**src/rtl/mul4_share_arbiter_if.sv**
```systemverilog
// rtl/mul4_share_arbiter_if.sv - requester and response bus for the shared 4x4 multiplier
//
// Purpose: groups the request (valid/operands/ready) and response
// (valid/ready/id/product) handshakes of mul4_share_arbiter.
// Ports (signals):
//   req_valid [NREQ]   requester strobes
//   req_a/req_b [4*NREQ] operand pairs, requester i at [4i+3:4i]
//   req_ready [NREQ]   one-hot grant
//   rsp_valid/rsp_ready response handshake
//   rsp_id [3], rsp_p [8] owner and product
// Modports: master = requester/consumer side, slave = arbiter side.

interface mul4_share_arbiter_if #(
  parameter int NREQ = 4
);
  logic [NREQ-1:0]   req_valid;
  logic [4*NREQ-1:0] req_a;
  logic [4*NREQ-1:0] req_b;
  logic [NREQ-1:0]   req_ready;
  logic              rsp_valid;
  logic              rsp_ready;
  logic [2:0]        rsp_id;
  logic [7:0]        rsp_p;

  modport master (
    output req_valid, req_a, req_b, rsp_ready,
    input  req_ready, rsp_valid, rsp_id, rsp_p
  );

  modport slave (
    input  req_valid, req_a, req_b, rsp_ready,
    output req_ready, rsp_valid, rsp_id, rsp_p
  );
endinterface

```
**src/rtl/mul4_share_arbiter.sv**
```systemverilog
// rtl/mul4_share_arbiter.sv - round-robin sharing controller for one combinational 4x4 multiplier
//
// Purpose: grants one of NREQ requesters at a time, registers its operands
// into the external multiplier, captures the product after one EVAL cycle
// and returns it with the requester id over a valid/ready response.
// Ports:
//   clk, rst      rising-edge clock, synchronous active-high reset
//   bus (slave)   request and response handshakes
//   mul_a, mul_b  registered operands to the multiplier
//   mul_p         product from the multiplier
//   busy          high outside IDLE
//   txn_cnt       completed responses, wraps at 256

module mul4_share_arbiter #(
  parameter int NREQ = 4
) (
  input  logic                       clk,
  input  logic                       rst,
  mul4_share_arbiter_if.slave        bus,
  output logic [3:0]                 mul_a,
  output logic [3:0]                 mul_b,
  input  logic [7:0]                 mul_p,
  output logic                       busy,
  output logic [7:0]                 txn_cnt
);

  typedef enum logic [1:0] {
    IDLE = 2'd0,
    EVAL = 2'd1,
    RESP = 2'd2
  } state_t;

  state_t     state_q, state_d;
  logic [2:0] ptr_q, ptr_d;
  logic [3:0] op_a_q, op_a_d;
  logic [3:0] op_b_q, op_b_d;
  logic [2:0] id_q, id_d;
  logic [7:0] res_q, res_d;
  logic [7:0] txn_cnt_q, txn_cnt_d;

  logic [NREQ-1:0] grant;
  logic            gnt_found;
  logic [2:0]      gnt_idx;
  logic [3:0]      cand;

  // Round-robin search: candidate k is (ptr + k) mod NREQ; first valid wins.
  // Only evaluated in IDLE and never while rst is high.
  always_comb begin
    grant     = '0;
    gnt_found = 1'b0;
    gnt_idx   = '0;
    cand      = '0;
    if (state_q == IDLE && !rst) begin
      for (int k = 0; k < NREQ; k++) begin
        cand = {1'b0, ptr_q} + 4'(k);
        if (cand >= 4'(NREQ)) cand = cand - 4'(NREQ);
        for (int j = 0; j < NREQ; j++) begin
          if (!gnt_found && cand == 4'(j) && bus.req_valid[j]) begin
            gnt_found = 1'b1;
            gnt_idx   = 3'(j);
          end
        end
      end
    end
    for (int j = 0; j < NREQ; j++) begin
      if (gnt_found && gnt_idx == 3'(j)) grant[j] = 1'b1;
    end
  end

  always_comb begin
    state_d   = state_q;
    ptr_d     = ptr_q;
    op_a_d    = op_a_q;
    op_b_d    = op_b_q;
    id_d      = id_q;
    res_d     = res_q;
    txn_cnt_d = txn_cnt_q;
    unique case (state_q)
      IDLE: begin
        if (gnt_found) begin
          for (int j = 0; j < NREQ; j++) begin
            if (gnt_idx == 3'(j)) begin
              op_a_d = bus.req_a[4*j +: 4];
              op_b_d = bus.req_b[4*j +: 4];
            end
          end
          id_d    = gnt_idx;
          ptr_d   = (gnt_idx == 3'(NREQ-1)) ? 3'd0 : gnt_idx + 3'd1;
          state_d = EVAL;
        end
      end
      EVAL: begin
        // Operands have been stable on mul_a/mul_b since the grant edge.
        res_d   = mul_p;
        state_d = RESP;
      end
      RESP: begin
        if (bus.rsp_ready) begin
          txn_cnt_d = txn_cnt_q + 8'd1;
          state_d   = IDLE;
        end
      end
      default: state_d = IDLE;
    endcase
  end

  always_ff @(posedge clk) begin
    if (rst) begin
      state_q   <= IDLE;
      ptr_q     <= '0;
      op_a_q    <= '0;
      op_b_q    <= '0;
      id_q      <= '0;
      res_q     <= '0;
      txn_cnt_q <= '0;
    end else begin
      state_q   <= state_d;
      ptr_q     <= ptr_d;
      op_a_q    <= op_a_d;
      op_b_q    <= op_b_d;
      id_q      <= id_d;
      res_q     <= res_d;
      txn_cnt_q <= txn_cnt_d;
    end
  end

  assign bus.req_ready = grant;
  assign bus.rsp_valid = (state_q == RESP);
  assign bus.rsp_id    = id_q;
  assign bus.rsp_p     = res_q;
  assign mul_a         = op_a_q;
  assign mul_b         = op_b_q;
  assign busy          = (state_q != IDLE);
  assign txn_cnt       = txn_cnt_q;

endmodule

```
**src/flat_wrapper.sv**
```systemverilog
// flat-port wrapper written by rule: the top's interface ports become plain ports
module mul4_share_arbiter_flat 
#(
  parameter int NREQ = 4
)
  (clk, rst, mul_a, mul_b, mul_p, busy, txn_cnt, bus_req_valid, bus_req_a, bus_req_b, bus_rsp_ready, bus_req_ready, bus_rsp_valid, bus_rsp_id, bus_rsp_p);
  mul4_share_arbiter_if #(.NREQ(NREQ)) bus_i ();
  input  logic clk;
  input  logic rst;
  output logic [3:0] mul_a;
  output logic [3:0] mul_b;
  input  logic [7:0] mul_p;
  output logic busy;
  output logic [7:0] txn_cnt;
  input wire logic [$bits(bus_i.req_valid)-1:0] bus_req_valid;
  input wire logic [$bits(bus_i.req_a)-1:0] bus_req_a;
  input wire logic [$bits(bus_i.req_b)-1:0] bus_req_b;
  input wire logic [$bits(bus_i.rsp_ready)-1:0] bus_rsp_ready;
  output wire logic [$bits(bus_i.req_ready)-1:0] bus_req_ready;
  output wire logic [$bits(bus_i.rsp_valid)-1:0] bus_rsp_valid;
  output wire logic [$bits(bus_i.rsp_id)-1:0] bus_rsp_id;
  output wire logic [$bits(bus_i.rsp_p)-1:0] bus_rsp_p;
  assign bus_i.req_valid = bus_req_valid;
  assign bus_i.req_a = bus_req_a;
  assign bus_i.req_b = bus_req_b;
  assign bus_i.rsp_ready = bus_rsp_ready;
  assign bus_req_ready = bus_i.req_ready;
  assign bus_rsp_valid = bus_i.rsp_valid;
  assign bus_rsp_id = bus_i.rsp_id;
  assign bus_rsp_p = bus_i.rsp_p;
  mul4_share_arbiter #(.NREQ(NREQ)) u_core (.clk(clk), .rst(rst), .bus(bus_i), .mul_a(mul_a), .mul_b(mul_b), .mul_p(mul_p), .busy(busy), .txn_cnt(txn_cnt));
endmodule
```
**config.mk**
```make
export PLATFORM = sky130hd
export DESIGN_NAME = mul4_share_arbiter_flat
export DESIGN_NICKNAME = d
export VERILOG_FILES = /design/src/rtl/mul4_share_arbiter_if.sv /design/src/rtl/mul4_share_arbiter.sv /design/src/flat_wrapper.sv
export SDC_FILE = /design/constraint.sdc
export NUM_CORES = 1
export LEC_CHECK = 0
export CAP_MARGIN = 20
export CORE_ASPECT_RATIO = 2
export CORE_MARGIN = 10
export CORE_UTILIZATION = 38
export DETAILED_ROUTE_END_ITERATION = 8
export PLACE_DENSITY = 0.82
export SLEW_MARGIN = 20
export SYNTH_ARGS = -nofsm -noshare
export SYNTH_HDL_FRONTEND = slang
export SYNTH_SLANG_ARGS = --single-unit
```
**constraint.sdc**
```tcl
create_clock -name clk -period 3.34 [get_ports clk]
set_clock_uncertainty 0.2 [all_clocks]
set_input_delay 0.501 -clock clk [delete_from_list [all_inputs] [get_ports clk]]
set_output_delay 0.501 -clock clk [all_outputs]
set_load 0.02 [all_outputs]
```
==> flow_summary.yaml, run 1 <==
placed_design:
  gp_congestion: 0.920
  io_buffers: 78
  placed_cell_area_um2: 2770
  dp_hpwl_mm: 4.87
run_status:
  status: "finished, final reports clean"
synthesis:
  synth_cell_types: 41
  netlist.top_cell.by_area: "dfxtp_1"
  synth_top_area_share_pct: 32.5
  synth_flop_cell: "dfxtp_1"
  ys_seq_elements: 30
  synth_area_per_cell_um2: 7.92
  ys_warn_count: 0
  synth_seq_area_share_pct: 32.5
  synth_commonest_cells: "nor2_1 (33), dfxtp_1 (30), a21oi_1 (27)"
  synth_area_leaders: "dfxtp_1 (33%), mux2i_1 (10%), a21oi_1 (7.3%), nor2_1 (6.7%), ha_1 (6.1%)"
  synth_most_common_cell: "nor2_1"
  syn-cell-area_um2: 1850
  synth_cells: 233
  synthArstFlopShare_pct: 0
  synth_edf_count: 0
clocking:
  cts_buffers: 5
  cts_hold_buf: 0
  clk_latency_ns: 0.29
  cts_tree: "yes"
  path_clk_slew_ns: 0.07
  cts_max_path_buffers: 2
  htree_levels: 2
  clock_sinks: 30
  cts-root-buf: "clkbuf_8"
final_layout:
  syn_to_final_growth_pct: 57.4
  final_nets: 381
  fill_cells: 447
  final_area_um2: 2910
  layout-drive-gt1-share_pct: 14.4
  diodes: 0
worst_setup_path:
  end_kind: "output port"
  cp_data_arrival_time_ns: 2.52
  crit_fanout: 4
  rrSetupSlack_ns: 0.27
  worstSetupPathType: "reg2out"
  required_ns: 2.64
  startpoint_type: "flop"
sta:
  fin_tns_setup_ns: 0
  timing.fmax_ghz: 0.311
  period_needed_ns: 3.22
  period_share_pct: 96.3
  hold_viol: 0
  drv_slew: 0
  setup_viol: 0
flow_run:
  drv_cap: 0
pwr:
  power.total_w: 0.00195
  power_leakage_nw: 1.19
  powerDensity_nw_per_um2: 671
  ir_worst_vdd_uv: 486
floorplanning:
  rows: 35
  start_util_pct: 39.8
  ios: 80
  die_w_um: 69.3
  fp.dieH_um: 119
  die_area_um2: 8210
  coreArea_um2: 4640
route:
  first_pass_iters: 4
  routed_wirelength_mm: 6.04
  drt_iter0_drc: 69
  post_drt_wl_per_cell_um: 15.8
  drc: 0
  num_vias: 1902
  vias_per_cell: 4.99
  postRouteAntennaNets: 0
grt:
  overflow: 0
  grt_pass1_wl_mm: 9.46
  antenna_found_initial: 0
  track_usage_pct: 14.0
  first_global_vias: 1914
  grt_max_degree: 31
min_path:
  hp-class: "reg2reg"
cells in the final DEF (no fill, tap or decap), types with 4 or more instances in the layout:
| master | instances |
|---|---|
| mux2i_1 | 19 |
| ha_1 | 8 |
| inv_1 | 4 |
| xor2_1 | 5 |
| nand2_1 | 24 |
| dfxtp_1 | 30 |
| nor2_1 | 33 |
| clkdlybuf4s50_1 | 71 |
| nand3_1 | 5 |
| buf_4 | 20 |
| conb_1 | 5 |
| a21oi_1 | 27 |
| o21ai_1 | 5 |
| nand2b_1 | 14 |
| clkbuf_8 | 5 |
| and2_1 | 4 |
through the flow:
step	util (%)	hold WS, ns	worst slack [ns]	std cells
after floorplan	-	0.335	0.00188	236
after global placement	59.6	0.241	-0.338	372
after detailed placement	59.6	0.249	-0.322	372
after CTS	61.8	0.260	0.00236	380
after global routing	62.6	0.276	-0.0221	381
final	62.6	0.256	0.122	381
flip-flops by register name (all words and copies together), names as in the netlist:
signal,count
u_core.bus.rsp_id,2
u_core.state_q,2
u_core.mul_b,4
u_core.bus.rsp_p,8
u_core.ptr_q,2
u_core.mul_a,4
u_core.txn_cnt,8
kinds of logic after synthesis:
kind of cell / Yosys count / synth area share [%]
DFF: 30 / 32.5
xor gates and xnor gates: 7 / 3.32
and+or+nand+nor: 100 / 26.3
buffers and inverters: 22 / 5.76
other: 2 / 0.407
muxes: 19 / 10.3
AOI/OAI and AO/OA: 44 / 15.3
adders and majority gates: 9 / 6.10
worst paths after layout:
check,from,endpoint,cells after the start
max reg2reg,u_core.ptr_q[0],u_core.mul_b[0],17
min,u_core.bus.rsp_p[1],u_core.bus.rsp_p[1],2
max,u_core.ptr_q[0],bus_req_ready[0],12
min reg2reg,u_core.bus.rsp_p[1],u_core.bus.rsp_p[1],2
worst max-delay path, stage by stage, from the launching register on:
cell	delay [ns]
dfxtp_1	0.33
or2_2	0.30
inv_1	0.09
ha_4	0.14
nor2_1	0.04
o21bai_1	0.12
nand3_1	0.14
o221a_1	0.30
nand2b_4	0.17
buf_4	0.14
ha_1	0.17
and2_1	0.13
buf_2	0.15
power breakdown:
group          internal (W)  switching, W
Sequential         0.000459     0.0000560
Combinational      0.000540      0.000602
Clock              0.000146      0.000146
Total               0.00115      0.000804
layer usage:
layer	vias up	routed length [um]	share of wire, %	GRT usage [%]
li1	959	-	-	-
met1	881	2130	35	12.6
met2	47	3500	58	27.3
met3	15	229	3.8	3.02
met4	0	176	2.9	7.47
met5	-	0	0	0
cell type report:
class / instances / area [um^2] / share of cell area [%]
clock inverters: 3 / 21.3 / 0.732
flip-flops and latches: 30 / 601 / 20.7
clock buffers: 5 / 68.8 / 2.37
inverters: 6 / 22.5 / 0.775
repair buffers: 98 / 918 / 31.6
well taps: 55 / 68.8 / 2.37
multi-input cells: 184 / 1200 / 41.5
what timing repair did:
action,in CTS,in global routing
endpoints found under the setup margin,4,5
resized for setup,14,12
pin swaps,1,5
buffers inserted,0,1
(Power assumes the default switching activity.)
==> run 2, diff against run 1 <==
- CELL_PAD_IN_SITES_DETAIL_PLACEMENT: unset -> 0
- CELL_PAD_IN_SITES_GLOBAL_PLACEMENT: unset -> 1
- CORE_UTILIZATION: 38 -> 27
- CTS_CLUSTER_DIAMETER: unset -> 120
- HOLD_SLACK_MARGIN: unset -> 0.12
- PLACE_DENSITY: 0.82 -> 0.83
==> flow_summary.yaml, run 2 (same netlist as run 1, synthesis figures left out) <==
run_status:
  status: "finished, final reports clean"
floorplanning:
  start_util_pct: 27.9
  coreArea_um2: 6620
  die_w_um: 78.5
  fp.dieH_um: 137
  rows: 42
  ios: 80
  die_area_um2: 10700
grt:
  first_global_vias: 1973
  track_usage_pct: 11.8
  grt_pass1_wl_mm: 9.92
  overflow: 0
  grt_max_degree: 31
  antenna_found_initial: 0
route:
  vias_per_cell: 4.44
  post_drt_wl_per_cell_um: 14.7
  first_pass_iters: 4
  drt_iter0_drc: 50
  num_vias: 1851
  routed_wirelength_mm: 6.15
  drc: 0
  postRouteAntennaNets: 0
worst_setup_path:
  r2r_end: "u_core.mul_a[0]"
  required_ns: 2.64
  worstSetupPathType: "in2out"
  ff2ff_path_depth: 18
  r2r-start: "u_core.ptr_q[0]"
  startpoint_type: "input port"
  end_kind: "output port"
  rrSetupSlack_ns: 0.29
  crit_fanout: 3
  cp_data_arrival_time_ns: 2.52
pwr:
  power.total_w: 0.00212
  ir_worst_vdd_uv: 404
  powerDensity_nw_per_um2: 705
  power_leakage_nw: 1.21
sta:
  setup_viol: 0
  period_share_pct: 96.3
  drv_slew: 0
  period_needed_ns: 3.22
  fin_tns_setup_ns: 0
  timing.fmax_ghz: 0.311
  hold_viol: 0
  tightest_slew_ns: 0.569
  relSlewSlack_pct: 62.0
  whs_ns: 0.250
  grt_setup_unrepaired: "yes"
min_path:
  whs_path_depth: 2
  hold_path.startpoint: "u_core.bus.rsp_p[3]"
  hp-class: "reg2reg"
  min_to: "u_core.bus.rsp_p[3]"
placed_design:
  dp_hpwl_mm: 5.00
  gp_congestion: 0.866
  placed_cell_area_um2: 2830
  io_buffers: 78
final_layout:
  mostFrequentLayoutCells: "clkdlybuf4s50_1 (71), nor2_1 (32), dfxtp_1 (29)"
  final_common_cell: "clkdlybuf4s50_1"
  diodes: 0
  final_nets: 384
  regArea_um2: 602
  finalCoreUtilization_pct: 45.5
  final_area_um2: 3010
  multi_input_area_um2: 1200
  syn_to_final_growth_pct: 63.3
  layout-drive-gt1-share_pct: 15.5
  fill_cells: 706
clocking:
  cts_max_path_buffers: 2
  clock_sinks: 30
  cts_tree: "yes"
  path_clk_slew_ns: 0.05
  cts-root-buf: "clkbuf_16"
  clk_latency_ns: 0.28
  cts_buffers: 5
  htree_levels: 2
flow_run:
  drv_cap: 0
-- run 2: cell count changes in the layout (fill, tap and decap cells not counted), moves of 2 or more --
cell	delta
clkbuf_16	+5
clkbuf_2	-2
dlygate4sd2_1	+3
clkbuf_8	-4
dlymetal6s2s_1	-3
buf_4	+4
ha_2	+2
-- run 2: critical path, stage by stage --
cell	delay [ns]
clkdlybuf4s50_1	0.43
o21ai_1	0.15
o22ai_1	0.13
or2_1	0.29
o221a_1	0.24
nand2b_4	0.15
buf_4	0.14
ha_1	0.20
and2_1	0.14
buf_4	0.15
-- run 2: area by class of cell --
class | count | area share, %
Clock buffer | 7 | 4.73
Clock inverter | 1 | 0.166
Inverter | 6 | 0.748
Sequential cell | 30 | 20.0
Timing Repair Buffer | 101 | 30.9
Tap cell | 88 | 3.65
Multi-Input combinational cell | 184 | 39.8
-- run 2: per-layer routing --
metal  global-route usage, %  share of wire, %  vias up
met3                    3.68               4.3        8
met4                    5.41               2.0        0
met2                    22.9                60       36
met1                    10.7                34      845
met5                       0                 0        -
li1                        -                 -      962
-- run 2: power breakdown --
group	switching (W)	leakage [nW]	total [W]	internal, W
clock network	0.000152	0.0739	0.000447	0.000295
registers	0.0000606	0.246	0.000522	0.000462
logic	0.000589	0.892	0.00115	0.000565
-- run 2: worst max-delay path by stage --
stage	start	slack (ns)	cells after the start	to
after floorplan	u_core.ptr_q[0]	0.002	13	bus_req_ready[1]
after global placement	bus_req_valid[2]	-0.39	10	bus_req_ready[2]
after detailed placement	bus_req_valid[2]	-0.40	10	bus_req_ready[2]
after CTS	u_core.ptr_q[1]	0.004	12	bus_req_ready[1]
after global routing	u_core.ptr_q[0]	-0.02	12	bus_req_ready[2]
final	bus_req_valid[3]	0.12	10	bus_req_ready[2]
-- run 2: through the flow --
step / cells / setup slack, ns
after global routing: 417 / -0.0164
final: 417 / 0.123
after CTS: 416 / 0.00355
after detailed placement: 408 / -0.405
after global placement: 408 / -0.390
after floorplan: 236 / 0.00188
-- run 2: repair_timing --
action                                 CTS  global route
pin swaps                                0             3
endpoints found under the hold margin    0             0
gates resized for setup                 18            12
hold buffers                             0             0
setup buffers                            0             1
cloned                                   0             0
setup endpoints to repair                4             5
